File: src/rtl/axi4_pkg.sv
// axi4_pkg: shared AXI4 response/burst codes, burst-master state encoding and AxSIZE helper
package axi4_pkg;
    localparam logic [1:0] RESP_OKAY   = 2'b00;
    localparam logic [1:0] RESP_EXOKAY = 2'b01;
    localparam logic [1:0] RESP_SLVERR = 2'b10;
    localparam logic [1:0] RESP_DECERR = 2'b11;
    localparam logic [1:0] BURST_INCR  = 2'b01;
    typedef enum logic [2:0] {S_IDLE, S_CHK, S_AW, S_W, S_B, S_AR, S_R, S_DONE} state_t;
    function automatic logic [2:0] axsize(input int data_w);
        return 3'($clog2(data_w / 8));
    endfunction
endpackage

File: src/rtl/axi4_boundary_chk.sv
// axi4_boundary_chk: flags a burst whose start is not beat-aligned or that runs past its 4KB page
//   addr_lo in  12  low 12 bits of the start byte address
//   len     in  8   beats-1
//   err     out 1   1 = misaligned or crosses a 4KB boundary
module axi4_boundary_chk #(
    parameter int DATA_W = 32
) (
    input  logic [11:0] addr_lo,
    input  logic [7:0]  len,
    output logic        err
);
    localparam int BYTES = DATA_W / 8;
    localparam int LSB   = $clog2(BYTES);
    // 16 bits hold 4095 + 256*64 without overflow; ending exactly on 4096 is legal
    logic [15:0] end_off;
    assign end_off = 16'(addr_lo) + (16'(len) + 16'd1) * 16'(BYTES);
    assign err     = (addr_lo[LSB-1:0] != '0) || (end_off > 16'd4096);
endmodule

File: src/rtl/axi4_burst_master.sv
// axi4_burst_master: single-outstanding AXI4 INCR burst master with status reporting
//   cmd_*      command in (dir/addr/len), cmd_ready high only in IDLE
//   wr_*       write beat stream, passed straight onto W (no buffering)
//   rd_*       read beat stream from R; rd_last from the local beat counter
//   done_*     one-cycle completion pulse with first non-OKAY resp and check/RLAST error flag
//   M_AXI_*    AXI4 AW/W/B/AR/R channels (no ID/CACHE/PROT)
module axi4_burst_master
    import axi4_pkg::*;
#(
    parameter int ADDR_W = 32,
    parameter int DATA_W = 32
) (
    input  logic              clk,
    input  logic              rst,
    input  logic              cmd_valid,
    output logic              cmd_ready,
    input  logic              cmd_write,
    input  logic [ADDR_W-1:0] cmd_addr,
    input  logic [7:0]        cmd_len,
    input  logic              wr_valid,
    output logic              wr_ready,
    input  logic [DATA_W-1:0] wr_data,
    output logic              rd_valid,
    input  logic              rd_ready,
    output logic [DATA_W-1:0] rd_data,
    output logic              rd_last,
    output logic              done_valid,
    output logic [1:0]        done_resp,
    output logic              done_err,
    output logic [ADDR_W-1:0] M_AXI_AWADDR,
    output logic [7:0]        M_AXI_AWLEN,
    output logic [2:0]        M_AXI_AWSIZE,
    output logic [1:0]        M_AXI_AWBURST,
    output logic              M_AXI_AWVALID,
    input  logic              M_AXI_AWREADY,
    output logic [DATA_W-1:0] M_AXI_WDATA,
    output logic [DATA_W/8-1:0] M_AXI_WSTRB,
    output logic              M_AXI_WLAST,
    output logic              M_AXI_WVALID,
    input  logic              M_AXI_WREADY,
    input  logic [1:0]        M_AXI_BRESP,
    input  logic              M_AXI_BVALID,
    output logic              M_AXI_BREADY,
    output logic [ADDR_W-1:0] M_AXI_ARADDR,
    output logic [7:0]        M_AXI_ARLEN,
    output logic [2:0]        M_AXI_ARSIZE,
    output logic [1:0]        M_AXI_ARBURST,
    output logic              M_AXI_ARVALID,
    input  logic              M_AXI_ARREADY,
    input  logic [DATA_W-1:0] M_AXI_RDATA,
    input  logic [1:0]        M_AXI_RRESP,
    input  logic              M_AXI_RLAST,
    input  logic              M_AXI_RVALID,
    output logic              M_AXI_RREADY
);
    localparam logic [2:0] SIZE = axsize(DATA_W);

    state_t            state, state_nxt;
    logic              write_q;
    logic [ADDR_W-1:0] addr_q;
    logic [7:0]        len_q;
    logic [7:0]        beat;
    logic [1:0]        resp_q;
    logic              err_q;
    logic              chk_err;
    logic              last_beat;
    logic              w_hs;
    logic              r_hs;

    axi4_boundary_chk #(.DATA_W(DATA_W)) u_chk (
        .addr_lo (addr_q[11:0]),
        .len     (len_q),
        .err     (chk_err)
    );

    assign last_beat = (beat == len_q);
    assign w_hs      = M_AXI_WVALID && M_AXI_WREADY;
    assign r_hs      = M_AXI_RVALID && M_AXI_RREADY;

    // cmd_ready is masked by rst so every handshake output reads 0 while reset is held
    assign cmd_ready     = (state == S_IDLE) && !rst;
    assign M_AXI_AWADDR  = addr_q;
    assign M_AXI_AWLEN   = len_q;
    assign M_AXI_AWSIZE  = SIZE;
    assign M_AXI_AWBURST = BURST_INCR;
    assign M_AXI_AWVALID = (state == S_AW);
    assign M_AXI_WDATA   = wr_data;
    assign M_AXI_WSTRB   = '1;
    assign M_AXI_WLAST   = (state == S_W) && last_beat;
    assign M_AXI_WVALID  = (state == S_W) && wr_valid;
    assign wr_ready      = (state == S_W) && M_AXI_WREADY;
    assign M_AXI_BREADY  = (state == S_B);
    assign M_AXI_ARADDR  = addr_q;
    assign M_AXI_ARLEN   = len_q;
    assign M_AXI_ARSIZE  = SIZE;
    assign M_AXI_ARBURST = BURST_INCR;
    assign M_AXI_ARVALID = (state == S_AR);
    assign M_AXI_RREADY  = (state == S_R) && rd_ready;
    assign rd_valid      = (state == S_R) && M_AXI_RVALID;
    assign rd_data       = (state == S_R) ? M_AXI_RDATA : '0;
    assign rd_last       = (state == S_R) && last_beat;
    assign done_valid    = (state == S_DONE);
    assign done_resp     = (state == S_DONE) ? resp_q : RESP_OKAY;
    assign done_err      = (state == S_DONE) && err_q;

    always_ff @(posedge clk or posedge rst) begin
        if (rst) state <= S_IDLE;
        else     state <= state_nxt;
    end

    always_comb begin
        state_nxt = state;
        case (state)
            S_IDLE:  state_nxt = cmd_valid ? S_CHK : S_IDLE;
            S_CHK:   state_nxt = chk_err ? S_DONE : (write_q ? S_AW : S_AR);
            S_AW:    state_nxt = M_AXI_AWREADY ? S_W : S_AW;
            S_W:     state_nxt = (w_hs && last_beat) ? S_B : S_W;
            S_B:     state_nxt = M_AXI_BVALID ? S_DONE : S_B;
            S_AR:    state_nxt = M_AXI_ARREADY ? S_R : S_AR;
            S_R:     state_nxt = (r_hs && last_beat) ? S_DONE : S_R;
            default: state_nxt = S_IDLE;
        endcase
    end

    always_ff @(posedge clk or posedge rst) begin
        if (rst) begin
            write_q <= 1'b0;
            addr_q  <= '0;
            len_q   <= '0;
            beat    <= '0;
            resp_q  <= RESP_OKAY;
            err_q   <= 1'b0;
        end else begin
            case (state)
                S_IDLE: if (cmd_valid) begin
                    write_q <= cmd_write;
                    addr_q  <= cmd_addr;
                    len_q   <= cmd_len;
                    beat    <= '0;
                    resp_q  <= RESP_OKAY;
                    err_q   <= 1'b0;
                end
                S_CHK: if (chk_err) begin
                    resp_q <= RESP_SLVERR;
                    err_q  <= 1'b1;
                end
                S_W: if (w_hs) beat <= beat + 8'd1;
                S_B: if (M_AXI_BVALID) resp_q <= M_AXI_BRESP;
                S_R: if (r_hs) begin
                    beat <= beat + 8'd1;
                    // keep the first error response; OKAY beats leave it untouched
                    if (resp_q == RESP_OKAY) resp_q <= M_AXI_RRESP;
                    // slave RLAST must agree with our own count; mismatch is sticky
                    if (M_AXI_RLAST != last_beat) err_q <= 1'b1;
                end
                default: ;
            endcase
        end
    end
endmodule

File: config.mk
export PLATFORM = sky130hd
export DESIGN_NAME = axi4_burst_master
export DESIGN_NICKNAME = d
export VERILOG_FILES = /design/src/rtl/axi4_pkg.sv /design/src/rtl/axi4_boundary_chk.sv /design/src/rtl/axi4_burst_master.sv
export SDC_FILE = /design/constraint.sdc
export NUM_CORES = 1
export LEC_CHECK = 0
export CAP_MARGIN = 5
export CELL_PAD_IN_SITES_DETAIL_PLACEMENT = 2
export CELL_PAD_IN_SITES_GLOBAL_PLACEMENT = 2
export CORE_AREA = 2 2 157 159
export DETAILED_ROUTE_END_ITERATION = 12
export DIE_AREA = 0 0 159 161
export GPL_TIMING_DRIVEN = 1
export PLACE_DENSITY = 0.74
export SETUP_SLACK_MARGIN = 0.3
export SKIP_CTS_REPAIR_TIMING = 1
export SLEW_MARGIN = 5
export SYNTH_ARGS = -nofsm -noshare
export SYNTH_HDL_FRONTEND = slang
export SYNTH_SLANG_ARGS = --single-unit
File: constraint.sdc
create_clock -name clk -period 2.66 [get_ports clk]
set_input_delay 0.266 -clock clk [delete_from_list [all_inputs] [get_ports clk]]
set_output_delay 0.266 -clock clk [all_outputs]
set_load 0.02 [all_outputs]
; ---- After elaboration in Yosys (flattened, before gate mapping)
; Index checks and enable logic that the tools add are counted.
[word_totals]
regBits = 55
inputBits = 120
word_cells = 77
[op_classes]
addsub = 3
magnitude_cmp = 1
n_eq_ne = 16
muxes = 26
reduce_logical = 24
[ops]
columns = operator, count
row1 = 32-bit 2-to-1 mux, 1
row2 = 8-bit 2-to-1 mux, 3
row3 = 8-bit case mux with 3 select lines, 1
row4 = 3-bit case mux with 7 select lines, 1
row5 = 12-bit by 16-bit adder with 16-bit output, 1
row6 = "16-bit by 13-bit > comparator with 1-bit output, second input constant", 1
row7 = 2-bit 2-to-1 mux, 8
row8 = "3-bit == test, second input constant", 4
row9 = 1-bit logical AND, 12
row10 = "2-bit != test, second input constant", 5
row11 = "8-bit by 1-bit adder with 9-bit output, second input constant", 1
row12 = 3-bit 2-to-1 mux, 3
row13 = "8-bit by 1-bit adder with 8-bit output, second input constant", 1
row14 = 8-bit == test, 1
row15 = 2-bit case mux with 4 select lines, 1
row16 = 1-bit 2-to-1 mux, 7
row17 = "3-bit by 2-bit == test with 1-bit output, second input constant", 2
row18 = 6-bit AND reduction, 1
row19 = 3-bit nonzero test, 2
row20 = 5-bit AND reduction, 1
row21 = "2-bit by 1-bit != test with 1-bit output, second input constant", 2
row22 = 4-bit AND reduction, 1
row23 = 4-bit nonzero test, 1
row24 = "3-bit by 1-bit == test with 1-bit output, second input constant", 1
row25 = other kinds (8), 8

; ---- Longest topological paths before layout
; Gate-level depths: netlist of run 1.
[depth]
depth_word = 6
depth_mapped = 13

; ---- Modules after synthesis
; Synthesis of run 1 repeated with hierarchy kept, for this count alone.
[hier_totals]
cells_unflattened = 411
area_unflattened_um2 = 4026.4
[modules_own_cells]
columns = mod, instances, cells_each, area_per_inst_um2
row1 = axi4_burst_master, 1, 335, 3463.3
row2 = axi4_boundary_chk, 1, 76, 563.0

; ---- Least setup slack after synthesis of run 1
; OpenSTA, ideal clock, no wires.
[synth_timing]
kind = flip-flop to flip-flop
start = register len_q[4] (netlist: M_AXI_ARLEN[4])
end = register state[1]
arrival_ns = 2.917
required_ns = 2.533
path_slack_ns = -0.383
stages_incl_launch_ff = 14
n_path_buf = 1
path_cell_list = dfrtp_1 -> and3_1 -> nand3_1 -> or2_2 -> xnor2_1 -> ha_1 -> clkbuf_1 -> o21ai_0 -> and3_1 -> nor4_1 -> nand4_1 -> o31ai_4 -> nor4b_2 -> o31ai_1
[synth_between]
elab_chain_cells = 6
elab_cells_between_ends = 9
[synth_lines]
columns = element, line
row1 = "start, declared", axi4_burst_master.sv:61  ; logic [7:0] len_q;
row2 = "start signal, assigned", axi4_burst_master.sv:138  ; len_q <= cmd_len;
row3 = 8-bit by 1-bit adder with 9-bit output, axi4_boundary_chk.sv:16  ; assign end_off = 16'(addr_lo) + (16'(len) + 16'd1) * 16'(BYTES);
row4 = 12-bit by 16-bit adder with 16-bit output, axi4_boundary_chk.sv:16
row5 = 16-bit by 13-bit > comparator with 1-bit output, axi4_boundary_chk.sv:17  ; assign err = (addr_lo[LSB-1:0] != '0) || (end_off > 16'd4096);
row6 = 1-bit logical OR, axi4_boundary_chk.sv:17
row7 = 3-bit 2-to-1 mux, axi4_burst_master.sv:115  ; S_CHK: state_nxt = chk_err ? S_DONE : (write_q ? S_AW : S_AR);
row8 = 3-bit case mux with 7 select lines *, axi4_burst_master.sv:113  ; case (state)
row9 = via state_nxt[1], axi4_burst_master.sv:58  ; state_t state, state_nxt;
row10 = "end signal, assigned", axi4_burst_master.sv:108  ; else state <= state_nxt;
row11 = "end, declared", axi4_burst_master.sv:58
; The timed path passes the listed nets; every way through them passes the cells marked *.
; A chain may end at the register's enable or synchronous reset.

; ---- Worst setup path in the final report of run 1
[layout_timing]
start = register len_q[0] (netlist: M_AXI_ARLEN[0])
end = register state[2]
; Same word-level chain as after synthesis.

==> results_tabular.tex, run 1 <==
\begin{tabular}{lr}
\hline
Metric & Value \\
\hline
\multicolumn{2}{l}{\textbf{Synth}} \\
\quad Main synth FF type & sky130\_fd\_sc\_hd\_\_dfrtp\_1 \\
\quad Top post-synthesis cells by area & sky130\_fd\_sc\_hd\_\_dfrtp\_1 34\%, sky130\_fd\_sc\_hd\_\_buf\_4 16\%, sky130\_fd\_sc\_hd\_\_mux2\_2 12\%, sky130\_fd\_sc\_hd\_\_and2\_1 5.9\%, sky130\_fd\_sc\_hd\_\_ha\_1 3.7\% \\
\quad Synth top area share & 0.3436 \\
\quad Synth cell types & 48 \\
\quad Synthesized instance count & 417 \\
\quad Proportion of synthesized flip-flops having asynchronous set or reset & 1.000 \\
\quad Flops \& latches, synth & 55 \\
\quad Number of flops mapped to enable cells by yosys & 0 \\
\quad Netlist area before placement & between 4000 and 5000 um2 \\
\quad Area leader, netlist & sky130\_fd\_sc\_hd\_\_dfrtp\_1 \\
\quad Seq/Total Area, Yosys & 0.3436 \\
\quad Synthesized area per cell & just under 10 um2 \\
\quad Count of yosys warnings during synthesis & 0 \\
\multicolumn{2}{l}{\textbf{Critical path}} \\
\quad Slowest stage cell on the critical path & sky130\_fd\_sc\_hd\_\_dfrtp\_2 \\
\quad Slowest Stage Delay on Critical Path & 0.43 ns \\
\quad Top fanout value on the critical path & 5 \\
\quad Source of the worst register-to-register timing path & M\_AXI\_ARLEN[0]\$\_DFFE\_PP0P\_ \\
\quad Worst setup path class & register to register \\
\quad Startpoint types & register \\
\quad Arrival time of data at the critical path endpoint & 3.05 ns \\
\quad Crit-path cells & and3\_4 > nand3\_4 > or2\_4 > xnor2\_1 > ha\_1 > nand2\_1 > a31oi\_2 > nor4\_2 > nand4\_1 > o31ai\_4 > buf\_6 > a31oi\_1 > o21bai\_1 \\
\quad Reg2reg path depth & 13 \\
\quad Data required time of the worst path & approximately 2.9 ns \\
\quad Start point of the critical path & M\_AXI\_ARLEN[0]\$\_DFFE\_PP0P\_ \\
\quad Type of element capturing the critical path & register \\
\multicolumn{2}{l}{\textbf{Global route}} \\
\quad Initial antenna violation count & 0 \\
\quad Remaining global-route overflow & 0 \\
\quad Global-route usage over all layers & 0.1118 \\
\quad Number of global-route vias before repair & 3914 \\
\quad Global-route wire length before repair & 22690 um \\
\quad Maximum number of pins on one net before global-route repair & 56 \\
\multicolumn{2}{l}{\textbf{Clocking}} \\
\quad TritonCTS sink count & 55 \\
\quad Largest buffer count on any clock path & 2 \\
\quad Clock input transition at the sequential cells of the worst setup and hold paths & $\sim$0.070 ns \\
\quad Insertion delay to the later sink of the worst-skew pair & 0.30 ns \\
\quad Num CTS Buffers & 5 \\
\quad Clock H-tree levels & 2 \\
\quad TritonCTS clock tree & built \\
\quad Clock root buffer & sky130\_fd\_sc\_hd\_\_clkbuf\_16 \\
\multicolumn{2}{l}{\textbf{Min path}} \\
\quad Launch point of the worst hold path & wr\_data[18] \\
\quad Min-Delay Path Class & input port to output port \\
\quad Hold depth & 0 \\
\multicolumn{2}{l}{\textbf{Route}} \\
\quad Via density per instance & 3.847 \\
\quad Post-route DRC violation count & 0 \\
\quad Length of routed wiring on met1 & 5913 um \\
\quad Vias & around 3500 \\
\quad Antenna-violating nets left & 0 \\
\quad Average detailed-routed wire length per instance & $\sim$16 um \\
\quad Max Used Layer & met4 \\
\quad Number of detailed-routing iterations run before antenna repair & 4 \\
\quad Count of routing violations after the opening detailed-route iteration & 86 \\
\quad Met2 Routed Length & approximately 7800 um \\
\quad Post-detailed-routing wire length & approximately 14000 um \\
\quad Length of routed met3 wiring & 522 um \\
\multicolumn{2}{l}{\textbf{Power and ir drop}} \\
\quad Leakage power figure & 2.898 nW \\
\quad Power density over the cells & 1295 nW/um2 \\
\quad Maximum ir drop on the vdd rail & around 0.40 mV \\
\multicolumn{2}{l}{\textbf{Timing}} \\
\quad Max-slew headroom at the worst pin & 0.4891 \\
\quad Highest attainable clock frequency & approximately 0.35 GHz \\
\quad Final hold vios & 0 \\
\quad Max Slew Vio Count & 0 \\
\quad Unrepaired setup endpoints after global routing & yes \\
\quad Setup TNS after final layout & -0.9884 ns \\
\quad Clock Skew & 0.004281 ns \\
\quad Post-route setup slack & -0.2018 ns \\
\quad Min Clock Period, post-route & around 2.9 ns \\
\quad Slew of the pin with the lowest slew margin & 0.7663 ns \\
\quad Final setup viols & 6 \\
\quad Crit share post-route & 1.076 \\
\multicolumn{2}{l}{\textbf{Floorplan}} \\
\quad Number of core rows & 57 \\
\quad Initial Util & 0.1671 \\
\quad Standard cell core area & 23960 um2 \\
\quad Die height & 161 um \\
\quad Die ar. & 25600 um2 \\
\quad I/O Pins & 292 \\
\quad Die Width & 159 um \\
\multicolumn{2}{l}{\textbf{Layout}} \\
\quad Fraction of layout cells with a size suffix above 1 & 0.1915 \\
\quad Final \#Nets & 722 \\
\quad Finished Core Util & 0.2711 \\
\quad Ant diodes & 0 \\
\quad Signed area change from the synthesized netlist to the final layout & 62.23\% \\
\quad Count of placed standard cells in the final layout, fillers left out & 914 \\
\quad Total of fill cells in the finished design & 2727 \\
\quad Final Cell Area & $\sim$6500 um2 \\
\multicolumn{2}{l}{\textbf{Outcome}} \\
\quad Failing checks & negative setup slack \\
\quad Result of the run & finished, violations left \\
\multicolumn{2}{l}{\textbf{Placed design}} \\
\quad \# placed instances & 902 \\
\quad Post-Place Cell Area & 6223 um2 \\
\quad Number of buffers added on ports & roughly 210 \\
\quad Post-DP HPWL & 11670 um \\
\quad Routability cong. & 0.7551 \\
\multicolumn{2}{l}{\textbf{Run}} \\
\quad Max-cap violations & 0 \\
\hline
\end{tabular}
==> power by group <==
| group | internal (W) | total [W] | switching (W) |
|---|---|---|---|
| Combinational | 0.00305 | 0.00604 | 0.00300 |
| Sequential | 0.00123 | 0.00170 | 0.000468 |
| Clock | 0.000350 | 0.000670 | 0.000320 |
| Total | 0.00463 | 0.00841 | 0.00378 |
==> critical path: cells and delay by family, from the launching register on <==
family                     cells  cell delay, ns
buffers and inverters          1            0.16
AOI/OAI and AO/OA              4            0.62
xor gates and xnor gates       1            0.12
DFF                            1            0.43
and+or+nand+nor                6            1.11
adders and majority gates      1            0.31
==> routing by layer <==
metal  up-vias  track usage
met5         -            0
met4         0      0.03306
met3        14      0.01823
met2        82       0.2095
met1      1755       0.1306
li1       1665            -
==> sequential cells by signal (all words and copies together), names as in the netlist <==
name,flops
M_AXI_ARADDR,32
state,3
write_q,1
err_q,1
resp_q,2
beat,8
M_AXI_ARLEN,8
==> Yosys cell counts, types with 4 or more instances <==
master,number
sky130_fd_sc_hd__nor2_1,15
sky130_fd_sc_hd__xor2_1,7
sky130_fd_sc_hd__nand2b_1,5
sky130_fd_sc_hd__inv_1,10
sky130_fd_sc_hd__nor3_1,8
sky130_fd_sc_hd__nand2_1,16
sky130_fd_sc_hd__o211ai_1,4
sky130_fd_sc_hd__mux2_2,41
sky130_fd_sc_hd__buf_4,86
sky130_fd_sc_hd__nand4_1,7
sky130_fd_sc_hd__o21ai_0,12
sky130_fd_sc_hd__ha_1,12
sky130_fd_sc_hd__clkbuf_1,14
sky130_fd_sc_hd__a21o_1,5
sky130_fd_sc_hd__and2_1,38
sky130_fd_sc_hd__a21oi_1,6
sky130_fd_sc_hd__nand3_1,10
sky130_fd_sc_hd__xnor2_1,14
sky130_fd_sc_hd__and3_1,6
sky130_fd_sc_hd__dfrtp_1,55
==> placed cells by master, fill, tap and decap left out, types with 2 or more instances in the layout <==
master,count
sky130_fd_sc_hd__xnor2_1,14
sky130_fd_sc_hd__clkbuf_16,5
sky130_fd_sc_hd__o211ai_1,4
sky130_fd_sc_hd__mux2i_1,2
sky130_fd_sc_hd__o31ai_1,2
sky130_fd_sc_hd__inv_1,9
sky130_fd_sc_hd__dfrtp_1,50
sky130_fd_sc_hd__ha_1,11
sky130_fd_sc_hd__a21o_1,5
sky130_fd_sc_hd__dfrtp_2,4
sky130_fd_sc_hd__nor2b_1,3
sky130_fd_sc_hd__and3_1,5
sky130_fd_sc_hd__mux2_2,41
sky130_fd_sc_hd__conb_1,14
sky130_fd_sc_hd__a31oi_1,2
sky130_fd_sc_hd__a211oi_1,3
sky130_fd_sc_hd__nand3_1,8
sky130_fd_sc_hd__dlymetal6s2s_1,19
sky130_fd_sc_hd__xor2_1,7
sky130_fd_sc_hd__clkbuf_1,2
sky130_fd_sc_hd__clkdlybuf4s50_1,194
sky130_fd_sc_hd__nor3_1,7
sky130_fd_sc_hd__nand3b_1,2
sky130_fd_sc_hd__a21boi_0,2
sky130_fd_sc_hd__nor2_1,14
sky130_fd_sc_hd__o22ai_1,3
sky130_fd_sc_hd__nor4_1,2
sky130_fd_sc_hd__a211o_1,2
sky130_fd_sc_hd__and2_1,38
sky130_fd_sc_hd__buf_4,41
sky130_fd_sc_hd__nand2b_1,5
sky130_fd_sc_hd__o21ai_0,12
sky130_fd_sc_hd__nand2_1,16
sky130_fd_sc_hd__nand4_1,7
sky130_fd_sc_hd__a21oi_1,4
==> per-stage QoR <==
step	setup slack, ns	power, W	hold slack, ns
2_1_floorplan	-0.1373	0.005188	0.3827
3_3_place_gp	-0.2020	0.007561	0.5180
3_5_place_dp	-0.2683	0.007681	0.5219
4_1_cts	-0.2935	0.008423	0.5321
5_1_grt	-0.3336	0.009075	0.5320
6_report	-0.2018	0.008414	0.5320
==> logic make-up (layout without fill, tap and decap cells) <==
kind of cell	count (synthesis)	count (layout)	synth area share
other	2	14	0.001875
flip-flops	55	55	0.3436
buffers and inverters	113	274	0.1871
adder cells (fa/ha/maj)	13	13	0.04249
multiplexers	43	43	0.1203
AO/OA/AOI/OAI	52	52	0.09372
AND/OR/NAND/NOR	118	118	0.1650
XOR/XNOR	21	21	0.04592
==> path summary, 6_finish.rpt <==
path,endpoint,slack (ns)
worst max-delay path,state[2]$_DFF_PP0_,-0.20
worst min-delay path,M_AXI_WDATA[18],0.53
worst max register to register,state[2]$_DFF_PP0_,-0.20
worst min register to register,M_AXI_ARADDR[23]$_DFFE_PP0P_,0.54
max in group asynchronous,state[0]$_DFF_PP0_,1.53
min in group asynchronous,resp_q[0]$_DFFE_PP0P_,0.56
==> final cells by class <==
cell class,count,area (um2),share of cell area
Tap cell,324,405.4,0.06239
Multi-Input combinational cell,261,2013,0.3098
Timing Repair Buffer,256,2519,0.3876
Clock buffer,7,132.6,0.02041
Clock inverter,1,5.005,0.0007703
Sequential cell,55,1385,0.2132
Inverter,10,37.54,0.005777
No activity file was read; power rests on OpenSTA's default activity.
==> run 2, diff against run 1 <==
- REMOVE_ABC_BUFFERS: not set -> 1
==> run 2 against run 1 <==
Effect of this change:
- the run still ends with negative setup slack left
- cell count rose by 1.5%
- design area rose by 4.0%
- non-clock buffer count rose by 14
- worst setup slack got worse by 0.14 ns
- maximum frequency fell by 4.6%
- routed wire length rose by 13%
- global-route usage rose by 1.1 points
- sequential power barely moved
- critical path type unchanged
- largest power group unchanged
==> results_tabular.tex, run 2 (same netlist as run 1, synthesis figures left out) <==
\begin{tabular}{lr}
\hline
Metric & Value \\
\hline
\multicolumn{2}{l}{\textbf{Timing}} \\
\quad Final hold vios & 0 (unchanged) \\
\quad Unrepaired setup endpoints after global routing & yes (unchanged) \\
\quad Post-route setup slack & -0.3409 ns (was -0.2018 ns) \\
\quad Hold Slack & 0.3267 ns (was 0.5320 ns) \\
\quad Max-slew headroom at the worst pin & 0.6638 (was 0.4891) \\
\quad Min Clock Period, post-route & 3.001 ns (was 2.862 ns) \\
\quad Final setup viols & 6 (unchanged) \\
\quad Clock Skew & 0.008302 ns (was 0.004281 ns) \\
\quad Max Slew Vio Count & 0 (unchanged) \\
\quad Slew of the pin with the lowest slew margin & 0.5036 ns (was 0.7663 ns) \\
\quad Highest attainable clock frequency & 0.3332 GHz (was 0.3494 GHz) \\
\quad Crit share post-route & 1.128 (was 1.076) \\
\multicolumn{2}{l}{\textbf{Route}} \\
\quad Average detailed-routed wire length per instance & 17.65 um (was 15.85 um) \\
\quad Antenna-violating nets left & 0 (unchanged) \\
\quad Vias & 3685 (was 3516) \\
\quad Via density per instance & 3.971 (was 3.847) \\
\quad Number of detailed-routing iterations run before antenna repair & 4 (unchanged) \\
\quad Count of routing violations after the opening detailed-route iteration & 119 (was 86) \\
\quad Post-detailed-routing wire length & 16380 um (was 14480 um) \\
\quad Post-route DRC violation count & 0 (unchanged) \\
\multicolumn{2}{l}{\textbf{Layout}} \\
\quad Combined flip-flop and latch cell area & 1384 um2 (was 1385 um2) \\
\quad Max reg flops & 32 (unchanged) \\
\quad Ant diodes & 0 (unchanged) \\
\quad Count of placed standard cells in the final layout, fillers left out & 928 (was 914) \\
\quad Fraction of layout cells with a size suffix above 1 & 0.2235 (was 0.1915) \\
\quad Most common cell after layout, fill and taps aside & sky130\_fd\_sc\_hd\_\_clkdlybuf4s50\_1 (unchanged) \\
\quad Signed area change from the synthesized netlist to the final layout & 68.79\% (was 62.23\%) \\
\quad Commonest non-fill, non-tap cells in the layout & 175 x sky130\_fd\_sc\_hd\_\_clkdlybuf4s50\_1, 54 x sky130\_fd\_sc\_hd\_\_buf\_4, 49 x sky130\_fd\_sc\_hd\_\_dfrtp\_1 (was 194 x sky130\_fd\_sc\_hd\_\_clkdlybuf4s50\_1, 50 x sky130\_fd\_sc\_hd\_\_dfrtp\_1, 41 x sky130\_fd\_sc\_hd\_\_mux2\_2, 41 x sky130\_fd\_sc\_hd\_\_buf\_4, 38 x sky130\_fd\_sc\_hd\_\_and2\_1) \\
\quad Total of fill cells in the finished design & 2715 (was 2727) \\
\quad Area taken by multi-input logic gates & 2057 um2 (was 2013 um2) \\
\quad Final \#Nets & 736 (was 722) \\
\multicolumn{2}{l}{\textbf{Placed design}} \\
\quad Number of buffers added on ports & 213 (unchanged) \\
\quad Routability cong. & 0.7099 (was 0.7551) \\
\quad Post-DP HPWL & 12870 um (was 11670 um) \\
\quad \# placed instances & 912 (was 902) \\
\multicolumn{2}{l}{\textbf{Clocking}} \\
\quad TritonCTS sink count & 55 (unchanged) \\
\quad Clock root buffer & sky130\_fd\_sc\_hd\_\_clkbuf\_16 (unchanged) \\
\quad Largest buffer count on any clock path & 2 (unchanged) \\
\quad TritonCTS clock tree & built (unchanged) \\
\quad Clock input transition at the sequential cells of the worst setup and hold paths & 0.08 ns (was 0.07 ns) \\
\quad Insertion delay to the later sink of the worst-skew pair & 0.31 ns (was 0.30 ns) \\
\quad Num CTS Buffers & 5 (unchanged) \\
\quad Clock H-tree levels & 2 (unchanged) \\
\multicolumn{2}{l}{\textbf{Min path}} \\
\quad Min-Delay Path Class & input port to async pin (was input port to output port) \\
\multicolumn{2}{l}{\textbf{Power and ir drop}} \\
\quad Leakage power figure & 3.334 nW (was 2.898 nW) \\
\quad Overall power consumption & 0.008852 W (was 0.008414 W) \\
\quad Maximum ir drop on the vdd rail & 0.4668 mV (was 0.3956 mV) \\
\quad Power density over the cells & 1309 nW/um2 (was 1295 nW/um2) \\
\multicolumn{2}{l}{\textbf{Floorplan}} \\
\quad Number of core rows & 57 (unchanged) \\
\quad Die ar. & 25600 um2 (unchanged) \\
\quad Die height & 161 um (unchanged) \\
\quad Standard cell core area & 23960 um2 (unchanged) \\
\quad Initial Util & 0.1671 (unchanged) \\
\quad Die Width & 159 um (unchanged) \\
\quad I/O Pins & 292 (unchanged) \\
\multicolumn{2}{l}{\textbf{Critical path}} \\
\quad Data required time of the worst path & 2.86 ns (was 2.85 ns) \\
\quad Source of the worst register-to-register timing path & M\_AXI\_ARLEN[0]\$\_DFFE\_PP0P\_ (unchanged) \\
\quad Type of element capturing the critical path & register (unchanged) \\
\quad Top fanout value on the critical path & 4 (was 5) \\
\quad Arrival time of data at the critical path endpoint & 3.20 ns (was 3.05 ns) \\
\quad Start point of the critical path & M\_AXI\_ARLEN[0]\$\_DFFE\_PP0P\_ (unchanged) \\
\quad Worst setup path class & register to register (unchanged) \\
\quad Startpoint types & register (unchanged) \\
\multicolumn{2}{l}{\textbf{Outcome}} \\
\quad Result of the run & finished, violations left (unchanged) \\
\quad Failing checks & negative setup slack (unchanged) \\
\multicolumn{2}{l}{\textbf{Global route}} \\
\quad Remaining global-route overflow & 0 (unchanged) \\
\quad Global-route usage over all layers & 0.1229 (was 0.1118) \\
\quad Number of global-route vias before repair & 4152 (was 3914) \\
\quad Global-route wire length before repair & 24560 um (was 22690 um) \\
\quad Initial antenna violation count & 0 (unchanged) \\
\quad Maximum number of pins on one net before global-route repair & 37 (was 56) \\
\multicolumn{2}{l}{\textbf{Run}} \\
\quad Max-cap violations & 0 (unchanged) \\
\hline
\end{tabular}
run 2: changes by cell type in the layout (fill, tap and decap cells not counted), sizes merged:
cell / before / now
buf: 43 / 57
bufinv: 0 / 2
clkbuf: 7 / 5
clkdlybuf4s50: 194 / 175
clkinv: 1 / 0
clkinvlp: 0 / 1
dlymetal6s2s: 19 / 38
run 2: metal layers:
metal	vias to the layer above	wire, um	track usage	share of wire
met1	1817	6866	0.1540	0.42
li1	1702	-	-	-
met2	152	7945	0.1996	0.49
met3	14	1363	0.04956	0.083
met4	0	205	0.02603	0.013
met5	-	0	0	0
run 2: path summary, 6_finish.rpt:
| check | end | slack, ns | cells past startpoint |
|---|---|---|---|
| worst max-delay path | state[0]$_DFF_PP0_ | -0.34 | 13 |
| worst min-delay path | M_AXI_ARADDR[22]$_DFFE_PP0P_ | 0.33 | 2 |
| worst max register to register | state[0]$_DFF_PP0_ | -0.34 | 13 |
| worst min register to register | M_AXI_ARADDR[22]$_DFFE_PP0P_ | 0.54 | 1 |
| max in group asynchronous | state[2]$_DFF_PP0_ | 1.73 | 3 |
| min in group clk | M_AXI_WDATA[11] | 0.53 | 0 |
run 2: power by group:
| group | leakage [nW] | internal (W) | switching (W) |
|---|---|---|---|
| Sequential | 0.667 | 0.00123 | 0.000477 |
| Combinational | 2.58 | 0.00317 | 0.00310 |
| Clock | 0.0900 | 0.000540 | 0.000336 |
| Total | 3.33 | 0.00494 | 0.00392 |
run 2: per-stage QoR:
stage                 util  setup slack [ns]  TNS, ns  instance area (um2)
floorplan                -            -1.550   -61.88                 3338
global placement    0.2622           -0.2303   -1.021                 6282
detailed placement  0.2622           -0.4084   -1.841                 6282
CTS                 0.2702           -0.5100   -2.460                 6475
global route        0.2821           -0.4436   -2.280                 6760
finish              0.2821           -0.3409   -1.596                 6760
run 2: worst max-delay path, stage by stage (launching register included):
cell	delay, ns
sky130_fd_sc_hd__dfrtp_2	0.42
sky130_fd_sc_hd__and3_4	0.21
sky130_fd_sc_hd__nand3_4	0.09
sky130_fd_sc_hd__or2_4	0.24
sky130_fd_sc_hd__xnor2_1	0.13
sky130_fd_sc_hd__ha_1	0.32
sky130_fd_sc_hd__o21ai_1	0.07
sky130_fd_sc_hd__and3_1	0.15
sky130_fd_sc_hd__nor4_2	0.30
sky130_fd_sc_hd__nand4_1	0.20
sky130_fd_sc_hd__o31ai_4	0.34
sky130_fd_sc_hd__buf_4	0.19
sky130_fd_sc_hd__nand2_1	0.06
sky130_fd_sc_hd__a21o_1	0.17
run 2: layout make-up:
type                    count  area share
clock inverters             3    0.009994
repair buffers            270      0.3970
flip-flops and latches     55      0.2047
multi-input cells         261      0.3043
well taps                 324     0.05997
clock buffers               5     0.01851
inverters                  10    0.005552
==> run 3, diff against run 2 <==
- CORE_AREA: 2 2 157 159 -> 5 5 160 162
- DIE_AREA: 0 0 159 161 -> 0 0 165 167
==> run 3 against run 2 <==
Effect of this change:
- the run still ends with negative setup slack left
- register-to-register slack worse by 0.07 ns
- worst setup slack worse by 0.065 ns
- die area is 7.6% higher
- sequential cell count stayed put
- power hardly changed
- combinational power is 2% higher
- sequential power is 2% lower
- cell count is 0.54% lower
- routed wire length is 4.5% higher
- clock power is 9.2% lower
- critical endpoint is now state[1]$_DFF_PP0_
- largest cell class unchanged
- largest power group unchanged
==> results_tabular.tex, run 3 (same netlist as run 1, synthesis figures left out) <==
\begin{tabular}{lr}
\hline
Metric & Value \\
\hline
\multicolumn{2}{l}{\textbf{Timing}} \\
\quad Crit share post-route & 1.153 (was 1.128) \\
\quad Unrepaired setup endpoints after global routing & yes (unchanged) \\
\quad Post-route setup slack & -0.4059 ns (was -0.3409 ns) \\
\quad Highest attainable clock frequency & 0.3262 GHz (was 0.3332 GHz) \\
\quad Min Clock Period, post-route & 3.066 ns (was 3.001 ns) \\
\quad Clock Skew & 0.003831 ns (was 0.008302 ns) \\
\quad Max Slew Vio Count & 0 (unchanged) \\
\quad Final setup viols & 6 (unchanged) \\
\quad Final hold vios & 0 (unchanged) \\
\quad Setup TNS after final layout & -1.917 ns (was -1.596 ns) \\
\multicolumn{2}{l}{\textbf{Global route}} \\
\quad Maximum number of pins on one net before global-route repair & 37 (unchanged) \\
\quad Global-route wire length before repair & 25460 um (was 24560 um) \\
\quad Global-route usage over all layers & 0.1188 (was 0.1229) \\
\quad Initial antenna violation count & 0 (unchanged) \\
\quad Remaining global-route overflow & 0 (unchanged) \\
\quad Number of global-route vias before repair & 4224 (was 4152) \\
\multicolumn{2}{l}{\textbf{Clocking}} \\
\quad Clock input transition at the sequential cells of the worst setup and hold paths & 0.07 ns (was 0.08 ns) \\
\quad TritonCTS clock tree & built (unchanged) \\
\quad TritonCTS sink count & 55 (unchanged) \\
\quad Clock H-tree levels & 2 (unchanged) \\
\quad Clock root buffer & sky130\_fd\_sc\_hd\_\_clkbuf\_16 (unchanged) \\
\quad Num CTS Buffers & 5 (unchanged) \\
\quad Largest buffer count on any clock path & 2 (unchanged) \\
\quad Insertion delay to the later sink of the worst-skew pair & 0.30 ns (was 0.31 ns) \\
\multicolumn{2}{l}{\textbf{Layout}} \\
\quad Ant diodes & 0 (unchanged) \\
\quad Max reg flops & 32 (unchanged) \\
\quad Signed area change from the synthesized netlist to the final layout & 67.57\% (was 68.79\%) \\
\quad Count of placed standard cells in the final layout, fillers left out & 923 (was 928) \\
\quad Final \#Nets & 731 (was 736) \\
\quad Commonest non-fill, non-tap cells in the layout & 175 x sky130\_fd\_sc\_hd\_\_clkdlybuf4s50\_1, 52 x sky130\_fd\_sc\_hd\_\_dfrtp\_1, 47 x sky130\_fd\_sc\_hd\_\_buf\_4 (was 175 x sky130\_fd\_sc\_hd\_\_clkdlybuf4s50\_1, 54 x sky130\_fd\_sc\_hd\_\_buf\_4, 49 x sky130\_fd\_sc\_hd\_\_dfrtp\_1) \\
\quad Total of fill cells in the finished design & 2696 (was 2715) \\
\quad Most common cell after layout, fill and taps aside & sky130\_fd\_sc\_hd\_\_clkdlybuf4s50\_1 (unchanged) \\
\quad Fraction of layout cells with a size suffix above 1 & 0.2137 (was 0.2235) \\
\multicolumn{2}{l}{\textbf{Critical path}} \\
\quad RR Endpoint & state[1]\$\_DFF\_PP0\_ (was state[0]\$\_DFF\_PP0\_) \\
\quad Source of the worst register-to-register timing path & M\_AXI\_ARLEN[1]\$\_DFFE\_PP0P\_ (was M\_AXI\_ARLEN[0]\$\_DFFE\_PP0P\_) \\
\quad Startpoint types & register (unchanged) \\
\quad Arrival time of data at the critical path endpoint & 3.25 ns (was 3.20 ns) \\
\quad Setup crit end & state[1]\$\_DFF\_PP0\_ (was state[0]\$\_DFF\_PP0\_) \\
\quad Worst setup path class & register to register (unchanged) \\
\quad Start point of the critical path & M\_AXI\_ARLEN[1]\$\_DFFE\_PP0P\_ (was M\_AXI\_ARLEN[0]\$\_DFFE\_PP0P\_) \\
\quad Slack of the worst reg-to-reg path & -0.41 ns (was -0.34 ns) \\
\quad Data required time of the worst path & 2.84 ns (was 2.86 ns) \\
\quad Top fanout value on the critical path & 5 (was 4) \\
\quad Reg2reg path depth & 12 (was 13) \\
\quad Type of element capturing the critical path & register (unchanged) \\
\multicolumn{2}{l}{\textbf{Outcome}} \\
\quad Failing checks & negative setup slack (unchanged) \\
\quad Result of the run & finished, violations left (unchanged) \\
\multicolumn{2}{l}{\textbf{Route}} \\
\quad Count of routing violations after the opening detailed-route iteration & 166 (was 119) \\
\quad Average detailed-routed wire length per instance & 18.54 um (was 17.65 um) \\
\quad Length of routed wiring on met1 & 7237 um (was 6866 um) \\
\quad Length of routed met3 wiring & 1310 um (was 1363 um) \\
\quad Number of detailed-routing iterations run before antenna repair & 4 (unchanged) \\
\quad Vias & 3656 (was 3685) \\
\quad Max Used Layer & met4 (unchanged) \\
\quad Antenna-violating nets left & 0 (unchanged) \\
\quad Post-route DRC violation count & 0 (unchanged) \\
\quad Post-detailed-routing wire length & 17110 um (was 16380 um) \\
\quad Met2 Routed Length & 8465 um (was 7945 um) \\
\quad Via density per instance & 3.961 (was 3.971) \\
\multicolumn{2}{l}{\textbf{Power and ir drop}} \\
\quad Maximum ir drop on the vdd rail & 0.5746 mV (was 0.4668 mV) \\
\quad Leakage power figure & 3.315 nW (was 3.334 nW) \\
\quad Power density over the cells & 1320 nW/um2 (was 1309 nW/um2) \\
\multicolumn{2}{l}{\textbf{Floorplan}} \\
\quad Standard cell core area & 23960 um2 (unchanged) \\
\quad Die height & 167 um (was 161 um) \\
\quad Initial Util & 0.1671 (unchanged) \\
\quad Number of core rows & 57 (unchanged) \\
\quad I/O Pins & 292 (unchanged) \\
\quad Die Width & 165 um (was 159 um) \\
\quad Die ar. & 27560 um2 (was 25600 um2) \\
\multicolumn{2}{l}{\textbf{Min path}} \\
\quad Min-Delay Path Class & input port to async pin (unchanged) \\
\multicolumn{2}{l}{\textbf{Placed design}} \\
\quad Post-DP HPWL & 13600 um (was 12870 um) \\
\quad Routability cong. & 0.7539 (was 0.7099) \\
\quad Worst slack, placed & -0.3819 ns (was -0.4084 ns) \\
\quad Number of buffers added on ports & 213 (unchanged) \\
\quad \# placed instances & 908 (was 912) \\
\multicolumn{2}{l}{\textbf{Run}} \\
\quad Max-cap violations & 0 (unchanged) \\
\hline
\end{tabular}
[run 3: changes by cell type in the layout (fill, tap and decap cells not counted), moves of 2 or more]
cell                      delta
sky130_fd_sc_hd__dfrtp_1     +3
sky130_fd_sc_hd__ha_2        -2
sky130_fd_sc_hd__ha_1        +2
sky130_fd_sc_hd__dfrtp_2     -3
sky130_fd_sc_hd__buf_4       -7
[run 3: area by class of cell]
type	count	area [um2]	share of cell area
multi-input cells	261	2052	0.3057
inverters	10	37.54	0.005593
clock inverters	2	35.03	0.005220
repair buffers	265	2663	0.3967
well taps	324	405.4	0.06040
clock buffers	6	138.9	0.02069
flip-flops and latches	55	1380	0.2056
[run 3: how the worst min path moves through the flow]
stage	to	slack [ns]	cells past startpoint	startpoint
CTS	M_AXI_ARADDR[25]$_DFFE_PP0P_	0.38	2	rst
global placement	resp_q[1]$_DFFE_PP0P_	0.52	1	resp_q[1]$_DFFE_PP0P_
floorplan	M_AXI_ARLEN[0]$_DFFE_PP0P_	0.38	2	cmd_len[0]
global route	M_AXI_ARADDR[23]$_DFFE_PP0P_	0.42	2	rst
finish	M_AXI_ARADDR[25]$_DFFE_PP0P_	0.36	2	rst
detailed placement	M_AXI_ARADDR[31]$_DFFE_PP0P_	0.53	1	M_AXI_ARADDR[31]$_DFFE_PP0P_
[run 3: critical path: stages, from the launching register on]
cell,delay [ns]
sky130_fd_sc_hd__dfrtp_2,0.40
sky130_fd_sc_hd__buf_6,0.11
sky130_fd_sc_hd__ha_4,0.15
sky130_fd_sc_hd__nand3_4,0.10
sky130_fd_sc_hd__xnor2_2,0.16
sky130_fd_sc_hd__ha_1,0.33
sky130_fd_sc_hd__a21o_1,0.19
sky130_fd_sc_hd__a221o_1,0.37
sky130_fd_sc_hd__a211oi_2,0.22
sky130_fd_sc_hd__o221ai_2,0.15
sky130_fd_sc_hd__o31ai_4,0.38
sky130_fd_sc_hd__nor4b_2,0.26
sky130_fd_sc_hd__o31ai_1,0.12
[run 3: power breakdown]
| part | internal, W | leakage [nW] | switching, W | total, W |
|---|---|---|---|---|
| clock | 0.000470 | 0.0868 | 0.000326 | 0.000796 |
| combinational | 0.00320 | 2.56 | 0.00319 | 0.00639 |
| sequential | 0.00123 | 0.670 | 0.000443 | 0.00167 |
| total | 0.00489 | 3.32 | 0.00396 | 0.00886 |
[run 3: per-layer routing]
metal | vias up | global-route usage
li1 | 1692 | -
met1 | 1819 | 0.1477
met2 | 137 | 0.1994
met3 | 8 | 0.04622
met4 | 0 | 0.01519
met5 | - | 0.003636
[run 3: per-stage QoR]
stage	utilization	total power, W	cell area [um2]	hold slack [ns]
global placement	0.2609	0.007641	6252	0.5221
detailed placement	0.2609	0.007820	6252	0.5266
floorplan	-	0.004575	3338	0.3828
CTS	0.2682	0.008707	6426	0.3771
finish	0.2801	0.008857	6711	0.3607
global route	0.2801	0.009510	6711	0.4199
